### src/rtl/mdu_pkg.sv
// Shared definitions for the EXE-stage multiply/divide unit: op encoding,
// FSM state type and the default datapath width.
package mdu_pkg;

    localparam int MDU_WIDTH = 32;

    localparam logic [2:0] MDU_MULT  = 3'b001;
    localparam logic [2:0] MDU_MULTU = 3'b010;
    localparam logic [2:0] MDU_DIV   = 3'b011;
    localparam logic [2:0] MDU_DIVU  = 3'b100;
    localparam logic [2:0] MDU_MTHI  = 3'b101;
    localparam logic [2:0] MDU_MTLO  = 3'b110;

    typedef enum logic [1:0] {
        IDLE = 2'd0,
        CALC = 2'd1,
        FIX  = 2'd2
    } mdu_state_e;

endpackage

### src/rtl/mdu_step.sv
// One iteration of the MDU datapath, purely combinational.
// Multiply: acc = {partial_hi, multiplier_remaining}; add the multiplicand
// when the current multiplier bit is set, then shift the whole thing right.
// Divide: acc = {remainder, dividend_remaining}; shift the next dividend bit
// into the remainder and subtract the divisor if it fits (restoring).
// The quotient bit is returned separately and collected by the caller.
module mdu_step #(
    parameter int WIDTH = 32
) (
    input  logic [2*WIDTH-1:0] acc_in,
    input  logic [WIDTH-1:0]   operand,
    input  logic               is_div,
    output logic [2*WIDTH-1:0] acc_out,
    output logic               q_bit
);

    logic [WIDTH:0]   sum_s;
    logic [WIDTH:0]   rem_sh_s;
    logic [WIDTH-1:0] diff_s;
    logic             ge_s;

    // Single shift-add or shift-subtract step selected by is_div.
    always_comb begin
        sum_s    = {1'b0, acc_in[2*WIDTH-1:WIDTH]} + {1'b0, operand};
        rem_sh_s = {acc_in[2*WIDTH-1:WIDTH], acc_in[WIDTH-1]};
        ge_s     = (rem_sh_s >= {1'b0, operand});
        // Only meaningful when ge_s: the true difference then fits WIDTH bits.
        diff_s   = rem_sh_s[WIDTH-1:0] - operand;
        acc_out  = '0;
        q_bit    = 1'b0;
        if (is_div) begin
            q_bit = ge_s;
            if (ge_s) begin
                acc_out = {diff_s, acc_in[WIDTH-2:0], 1'b0};
            end else begin
                acc_out = {rem_sh_s[WIDTH-1:0], acc_in[WIDTH-2:0], 1'b0};
            end
        end else begin
            if (acc_in[0]) begin
                acc_out = {sum_s, acc_in[WIDTH-1:1]};
            end else begin
                acc_out = {1'b0, acc_in[2*WIDTH-1:WIDTH], acc_in[WIDTH-1:1]};
            end
        end
    end

endmodule

### src/rtl/pipe_mdu.sv
// Iterative multiply/divide unit with architectural HI/LO registers.
// Mul/div run on magnitudes one bit per cycle, then a single fix-up cycle
// applies signs and writes HI/LO. MTHI/MTLO write in one edge from IDLE.
module pipe_mdu
    import mdu_pkg::*;
#(
    parameter int WIDTH = MDU_WIDTH,
    parameter int CNT_W = 6
) (
    input  logic             clock,
    input  logic             reset,
    input  logic             op_valid,
    input  logic [2:0]       op,
    input  logic [WIDTH-1:0] a,
    input  logic [WIDTH-1:0] b,
    input  logic             rd_hilo,
    output logic [WIDTH-1:0] hi,
    output logic [WIDTH-1:0] lo,
    output logic             busy,
    output logic             done,
    output logic             stall
);

    localparam logic [WIDTH-1:0]   ONE_W   = {{(WIDTH-1){1'b0}}, 1'b1};
    localparam logic [2*WIDTH-1:0] ONE_2W  = {{(2*WIDTH-1){1'b0}}, 1'b1};
    localparam logic [WIDTH-1:0]   ZERO_W  = {WIDTH{1'b0}};
    localparam logic [CNT_W-1:0]   CNT_END = CNT_W'(WIDTH - 1);

    // Two's-complement magnitude of v when signed_op and v is negative.
    function automatic logic [WIDTH-1:0] abs_val(input logic [WIDTH-1:0] v,
                                                 input logic signed_op);
        if (signed_op && v[WIDTH-1]) begin
            return ~v + ONE_W;
        end else begin
            return v;
        end
    endfunction

    mdu_state_e         state_r, state_nxt_s;
    logic [CNT_W-1:0]   count_r;
    logic [2*WIDTH-1:0] acc_r;
    logic [2*WIDTH-1:0] acc_step_s;
    logic [WIDTH-1:0]   opnd_r;
    logic [WIDTH-1:0]   quo_r;
    logic [WIDTH-1:0]   a_raw_r;
    logic               is_div_r;
    logic               res_neg_r;
    logic               rem_neg_r;
    logic               div_zero_r;
    logic               q_bit_s;
    logic [WIDTH-1:0]   hi_r, lo_r;
    logic               busy_r, done_r;

    logic               is_div_s, is_signed_s, start_s;
    logic [WIDTH-1:0]   a_mag_s, b_mag_s;
    logic [2*WIDTH-1:0] prod_fix_s;
    logic [WIDTH-1:0]   quo_fix_s, rem_fix_s;

    mdu_step #(.WIDTH(WIDTH)) u_step (
        .acc_in  (acc_r),
        .operand (opnd_r),
        .is_div  (is_div_r),
        .acc_out (acc_step_s),
        .q_bit   (q_bit_s)
    );

    // Op decode, operand magnitudes and sign-corrected results.
    always_comb begin
        is_div_s    = (op == MDU_DIV) || (op == MDU_DIVU);
        is_signed_s = (op == MDU_MULT) || (op == MDU_DIV);
        start_s     = (state_r == IDLE) && op_valid &&
                      ((op == MDU_MULT) || (op == MDU_MULTU) || is_div_s);
        a_mag_s     = abs_val(a, is_signed_s);
        b_mag_s     = abs_val(b, is_signed_s);
        prod_fix_s  = res_neg_r ? (~acc_r + ONE_2W) : acc_r;
        quo_fix_s   = res_neg_r ? (~quo_r + ONE_W) : quo_r;
        rem_fix_s   = rem_neg_r ? (~acc_r[2*WIDTH-1:WIDTH] + ONE_W)
                                : acc_r[2*WIDTH-1:WIDTH];
    end

    // FSM next state.
    always_comb begin
        state_nxt_s = state_r;
        case (state_r)
            IDLE: begin
                if (start_s) begin
                    state_nxt_s = CALC;
                end else begin
                    state_nxt_s = IDLE;
                end
            end
            CALC: begin
                if (count_r == CNT_END) begin
                    state_nxt_s = FIX;
                end else begin
                    state_nxt_s = CALC;
                end
            end
            FIX:     state_nxt_s = IDLE;
            default: state_nxt_s = IDLE;
        endcase
    end

    // FSM state register plus busy/done status flags.
    always_ff @(posedge clock or posedge reset) begin
        if (reset) begin
            state_r <= IDLE;
            busy_r  <= 1'b0;
            done_r  <= 1'b0;
        end else begin
            state_r <= state_nxt_s;
            busy_r  <= (state_nxt_s != IDLE);
            done_r  <= (state_r == FIX);
        end
    end

    // Iteration datapath: operand latch on accept, one step per CALC cycle.
    always_ff @(posedge clock or posedge reset) begin
        if (reset) begin
            count_r    <= '0;
            acc_r      <= '0;
            opnd_r     <= '0;
            quo_r      <= '0;
            a_raw_r    <= '0;
            is_div_r   <= 1'b0;
            res_neg_r  <= 1'b0;
            rem_neg_r  <= 1'b0;
            div_zero_r <= 1'b0;
        end else begin
            case (state_r)
                IDLE: begin
                    if (start_s) begin
                        count_r    <= '0;
                        acc_r      <= is_div_s ? {ZERO_W, a_mag_s} : {ZERO_W, b_mag_s};
                        opnd_r     <= is_div_s ? b_mag_s : a_mag_s;
                        quo_r      <= '0;
                        a_raw_r    <= a;
                        is_div_r   <= is_div_s;
                        res_neg_r  <= is_signed_s && (a[WIDTH-1] ^ b[WIDTH-1]);
                        rem_neg_r  <= is_signed_s && a[WIDTH-1];
                        div_zero_r <= is_div_s && (b == ZERO_W);
                    end
                end
                CALC: begin
                    count_r <= count_r + CNT_W'(1);
                    acc_r   <= acc_step_s;
                    quo_r   <= {quo_r[WIDTH-2:0], q_bit_s};
                end
                FIX:     count_r <= '0;
                default: count_r <= '0;
            endcase
        end
    end

    // Architectural HI/LO: MT writes from IDLE, mul/div results in FIX.
    always_ff @(posedge clock or posedge reset) begin
        if (reset) begin
            hi_r <= '0;
            lo_r <= '0;
        end else begin
            case (state_r)
                IDLE: begin
                    if (op_valid && (op == MDU_MTHI)) begin
                        hi_r <= a;
                    end
                    if (op_valid && (op == MDU_MTLO)) begin
                        lo_r <= a;
                    end
                end
                FIX: begin
                    if (!is_div_r) begin
                        hi_r <= prod_fix_s[2*WIDTH-1:WIDTH];
                        lo_r <= prod_fix_s[WIDTH-1:0];
                    end else if (div_zero_r) begin
                        hi_r <= a_raw_r;
                        lo_r <= {WIDTH{1'b1}};
                    end else begin
                        hi_r <= rem_fix_s;
                        lo_r <= quo_fix_s;
                    end
                end
                default: begin
                    hi_r <= hi_r;
                    lo_r <= lo_r;
                end
            endcase
        end
    end

    assign hi    = hi_r;
    assign lo    = lo_r;
    assign busy  = busy_r;
    assign done  = done_r;
    // Combinational so the upstream registers freeze in the same cycle.
    assign stall = busy_r & (op_valid | rd_hilo);

endmodule
### config.mk
export PLATFORM = sky130hd
export DESIGN_NAME = pipe_mdu
export DESIGN_NICKNAME = d
export VERILOG_FILES = /design/src/rtl/mdu_pkg.sv /design/src/rtl/mdu_step.sv /design/src/rtl/pipe_mdu.sv
export SDC_FILE = /design/constraint.sdc
export NUM_CORES = 1
export LEC_CHECK = 0
export CORE_ASPECT_RATIO = 0.8
export CORE_MARGIN = 3
export CORE_UTILIZATION = 40
export CTS_BUF_LIST = sky130_fd_sc_hd__clkbuf_16
export DETAILED_ROUTE_END_ITERATION = 7
export PLACE_DENSITY = 0.67
export RECOVER_POWER = 100
export SLEW_MARGIN = 20
export SYNTH_ARGS = -nofsm -noshare
export SYNTH_HDL_FRONTEND = slang
export SYNTH_SLANG_ARGS = --single-unit
### constraint.sdc
create_clock -name clock -period 13.2 [get_ports clock]
set_input_delay 3.3 -clock clock [delete_from_list [all_inputs] [get_ports clock]]
set_output_delay 3.3 -clock clock [all_outputs]
set_load 0.03 [all_outputs]
---- Word-level counts from Yosys, hierarchy flattened ----
Cells that the tools add are included.
word-level totals
  register bits ........................... 238
  input port bits ......................... 71
cells by class
  add/sub/neg operators ................... 8
  magnitude comparators ................... 1
  equality and inequality tests ........... 12
  multiplexer cells ....................... 28
  bitwise operators ....................... 8
  reduce and logical (&&, ||, !) cells .... 21
operators with widths
  operator                 number
  $mux W32                 13
  $mux W64                 5
  $pmux W32 S2             3
  $add A32 B1 Y32 const B  4
  $not A32 Y32             4
  $pmux W64 S2             1
  $add A64 B1 Y64 const B  1
  $not A64 Y64             1
  $add A32 B32 Y33         1
  $ge A33 B32 Y1           1
  $logic_not A32 Y1        1
  $sub A32 B32 Y32         1
  $pmux W6 S2              1
  $eq A3 B3 Y1 const B     3
  $logic_and A1 B1 Y1      8
  $reduce_and A2 Y1        4
  $add A6 B1 Y6 const B    1
  $eq A3 B2 Y1 const B     2
  $eq A6 B5 Y1 const B     1
  $mux W6                  1
  $reduce_bool A2 Y1       3
  $logic_or A1 B1 Y1       4
  $ne A2 B1 Y1 const B     2
  $pmux W2 S2              1
  10 further kinds         11

---- Longest topological paths before layout ----
  word-level depth ........................ 7
  mapped depth ............................ 14

---- Cells and area by module ----
A second synthesis with hierarchy kept.
second synthesis, totals
  cell total of the unflattened synthesis .. 2647
  area total of the unflattened synthesis .. 20430.8 µm²
by module, submodules not included
  module    times used  cells an instance  area an instance (µm²)
  pipe_mdu  1           1912               15472.3
  mdu_step  1           735                4958.5

---- Least setup slack after synthesis ----
No wires, ideal clock.
  kind .................................... input to output
  from .................................... input port op_valid
  to ...................................... output port stall
  arrival time ............................ 3.577 ns
  data required time ...................... 9.900 ns
  path slack .............................. 6.323 ns
  cell stages on the path ................. 1
  path through ............................ o21a_1
between the ends
  cells in the longest elaborated chain, start to end .. 2
ends and longest elaborated chain
  item             line             text
  start, declared  pipe_mdu.sv:12   input logic op_valid,
  $or A1 B1 Y1     pipe_mdu.sv:195  assign stall = busy_r & (op_valid | rd_hilo);
  $and A1 B1 Y1    pipe_mdu.sv:195
  end, declared    pipe_mdu.sv:21   output logic stall
Every way passes these cells.

---- Worst setup path after layout ----
  from .................................... input port op[1]
  to ...................................... register opnd_r[25]
between the ends
  cells in the longest elaborated chain, start to end .. 5
  elaborated cells on any way between the ends .. 15
  those cells by class .................... eq/ne: 4; mux: 3; reduce/logical: 8
ends and longest elaborated chain
  item                                                       line                                            text
  start, declared                                            pipe_mdu.sv:13                                  input logic [2:0] op,
  $eq A3 B1 Y1, or another cell as far along                 pipe_mdu.sv:70, pipe_mdu.sv:72
  $logic_or A1 B1 Y1 (on tied branches)                      pipe_mdu.sv:70, pipe_mdu.sv:69, pipe_mdu.sv:72
  $logic_and A1 B1 Y1 or $logic_or A1 B1 Y1 (tied branches)  pipe_mdu.sv:32, pipe_mdu.sv:72
  $mux W32 or $logic_and A1 B1 Y1 (tied branches)            pipe_mdu.sv:32, pipe_mdu.sv:71
  $mux W32 or $reduce_and A2 Y1 (tied branches)              n/a
  end signal, assigned                                       pipe_mdu.sv:135                                 opnd_r <= is_div_s ? b_mag_s : a_mag_s;
  end, declared                                              pipe_mdu.sv:43                                  logic [WIDTH-1:0] opnd_r;
Several ways; a longest one is shown, not always the timed one.
A chain may end at the register's enable or synchronous reset.

==> impl_metrics.py <==
metrics = {
    "sta": {
        "grt_setup_unrepaired": "no",
        "tns_ps": 0,
        "worstMarginPinSlew_ps": 4800,
        "drv_slew": 478,
        "relSlewSlack_pct": -222,
        "final.period_utilization_pct": 73.4,
        "final_hold_viol_count": 0,
        "max_freq_mhz": 103,
        "fin_skew_ps": 38.5,
        "min_period_ps": 9690,
        "setup_violations": 0,
    },
    "setup_path": {
        "worstReg2RegStart": "state_r[1]",
        "r2r_slack_ps": 6370,
        "startpoint": "op[1]",
        "worstSetupStartpointType": "input pin",
        "cp-end-kind": "register",
        "arrival_ps": 10180,
        "path_max_fanout": 75,
        "cp_data_required_time_ps": 13690,
        "regToRegEndpoint": "opnd_r[25]",
        "r2r_cells": 5,
        "critical_path_class": "input pin to register",
    },
    "yosys": {
        "synth_warnings": 0,
        "synth_area_leaders": "dfrtp_1 31%, nand2_1 7.3%, xnor2_1 5.9%",
        "synth.distinct_cells": 74,
        "yosys.area.top_type": "dfrtp_1",
        "synth_seq_area_share_pct": 30.7,
        "ys_top_cells_by_count": "377 x nand2_1, 238 x dfrtp_1, 213 x o21ai_0, 174 x a21oi_1, 155 x clkbuf_1",
        "synth_area_per_cell_um2": 7.95,
        "synth_ff_type": "dfrtp_1",
        "netlist_instances": 2442,
        "synth_edf_count": 0,
        "ys_ff_latch": 238,
        "synthArstFlopShare_pct": 100,
        "synthMostInstantiatedCell": "nand2_1",
        "synth_fp_nets": 2585,
        "mappedNetlistArea_um2": 19400,
        "yosysTopAreaCellShare_pct": 30.7,
    },
    "clock_tree": {
        "clock-sinks": 238,
        "ctsHoldBuffers": 0,
        "ctsResizeCount": 0,
        "cts-root-buf": "clkbuf_16",
        "postCtsSetupRepairBufs": 0,
        "clkLatencyLatePin_ps": 600,
        "cts_buffers": 28,
        "htreeDepth": 1,
        "cts_tree": "yes",
        "cts_buffer_depth": 3,
        "path_clk_slew_ps": 70,
    },
    "worst_hold_path": {
        "min_to": "a_raw_r[11]",
        "min_delay_path_depth": 2,
        "min-delay-start": "a_raw_r[11]",
        "hp-class": "register to register",
    },
    "placement": {
        "portBuffers": 137,
        "hpwlAfterDp_um": 54200,
        "gp_congestion": 1.02,
    },
    "power_and_ir_drop": {
        "totalPowerFinal_uw": 6650,
        "p_leak_uw": 0.00872,
        "power.density_nw_per_um2": 302,
        "max-vdd-ir-drop_v": 0.000185,
    },
    "drt": {
        "routed_wl_um": 74200,
        "vias": 19700,
        "post-route-drc-count": 13,
        "drt_iter0_markers": 2620,
        "avgViaCountPerCell": 6.37,
        "drt_first_pass_iters": 8,
        "wl_per_cell_um": 24.0,
        "antenna_left": 0,
    },
    "cells_and_area": {
        "syn2layout_area_growth_pct": 13.3,
        "fillCellCount": 4575,
        "seq_area_um2": 5960,
        "drive_gt1_share_pct": 4.18,
        "multi_input_area_um2": 12500,
        "nets": 2585,
    },
    "grt": {
        "grt_pass1_wl_um": 112000,
        "grt_start_max_net_pins": 106,
        "grtUsageTotal_pct": 28.0,
        "antenna_found_initial": 1,
        "overflow": 0,
        "grt_pass1_vias": 17900,
    },
    "floorplan": {
        "core_um2": 47500,
        "die_w_um": 252,
        "initial_utilization_pct": 40.9,
        "die_y_um": 203,
        "die_area_um2": 51200,
        "ios": 138,
        "num_rows": 71,
    },
    "run_status": {
        "violations": "DRC, capacitance limit, slew limit",
        "status": "complete, but fails checks",
    },
    "run": {
        "drv_cap": 8,
    },
}
[where the power goes]
part	internal, uW	total, uW	leakage [uW]	switching (uW)
Combinational	1640	4190	0.00532	2550
Sequential	1080	1620	0.00292	546
Clock	485	836	0.000482	350
Total	3200	6650	0.00872	3450
[how the worst max path moves through the flow]
stage	endpoint	slack, ps	cells past startpoint
floorplan	a_raw_r[0]	3370	1
global placement	stall	5320	3
detailed placement	stall	5320	3
CTS	stall	5320	3
global route	opnd_r[25]	3120	7
finish	opnd_r[25]	3510	7
[critical path: stages]
cell and delay, ps:
dlygate4sd3_1 630, nor2_1 330, xnor2_1 190, and2_0 2000, clkbuf_1 2590, nand2_1 620, o221ai_1 430
[sequential cells by signal (all words and copies together), names as in the netlist, 2 cells and up]
| register | count |
|---|---|
| acc_r | 64 |
| a_raw_r | 32 |
| hi | 32 |
| lo | 32 |
| opnd_r | 32 |
| quo_r | 32 |
| count_r | 6 |
| state_r | 2 |
[cells by family after synthesis]
group / Yosys count / share of synthesized area [%]
buffers and inverters: 261 / 5.13
XOR/XNOR: 216 / 9.74
multiplexers: 121 / 6.30
AND/OR/NAND/NOR: 765 / 18.1
AO/OA/AOI/OAI: 769 / 25.4
adder cells (fa/ha/maj): 72 / 4.72
flip-flops: 238 / 30.7
[layer usage]
layer	wire (um)	track usage, %	up-vias
li1	-	-	8814
met3	8520	5.28	153
met1	32900	42.8	9586
met2	30500	40.2	1096
met5	11	0	-
met4	2240	7.37	2
[cell usage in the layout, fill, tap and decap left out, types with 6 or more instances in the layout]
cell               n
ha_1              70
a221o_1            8
mux2_2            10
clkdlybuf4s50_1   66
o21ai_0          214
clkbuf_1           6
nand4_1           16
o21bai_1           8
dlygate4sd3_1     71
xor2_1            85
o221ai_1          33
or4_1             19
nor2b_1           18
nand2b_1          24
o22ai_1           21
o41ai_1           17
clkbuf_16         28
and3_1            14
dfrtp_1          236
nor3_1            35
nor2_1           143
o21a_1            13
mux2i_1          111
nand2_1          377
o31ai_1           41
a22oi_1           10
nand3_1           35
o211ai_1          56
a31oi_1           25
a221oi_1          15
or3_1             17
xnor2_1          131
buf_4             18
nor4_1            19
a21o_1            35
inv_1             73
a211oi_1          48
a21oi_1          174
[through the flow]
step / cells / setup WS (ps) / hold slack (ps) / utilization [%] / cell area, um2
after floorplan: 2442 / 3370 / 437 / - / 19400
final: 3085 / 3510 / 473 / 46.3 / 22000
after global routing: 3084 / 3120 / 500 / 46.3 / 22000
after detailed placement: 3032 / 5320 / 459 / 44.3 / 21100
after global placement: 3032 / 5320 / 457 / 44.3 / 21100
after CTS: 3084 / 5320 / 475 / 46.4 / 22000
[layout make-up]
class | instances | share of cell area, %
timing repair buffer | 161 | 6.95
sequential | 238 | 27.1
antenna | 1 | 0.0114
clock buffer | 28 | 3.19
tap | 620 | 3.53
clock inverter | 24 | 1.19
multi-input combinational | 1943 | 56.8
inverter | 70 | 1.20
No activity file was read; power rests on OpenSTA's default activity.
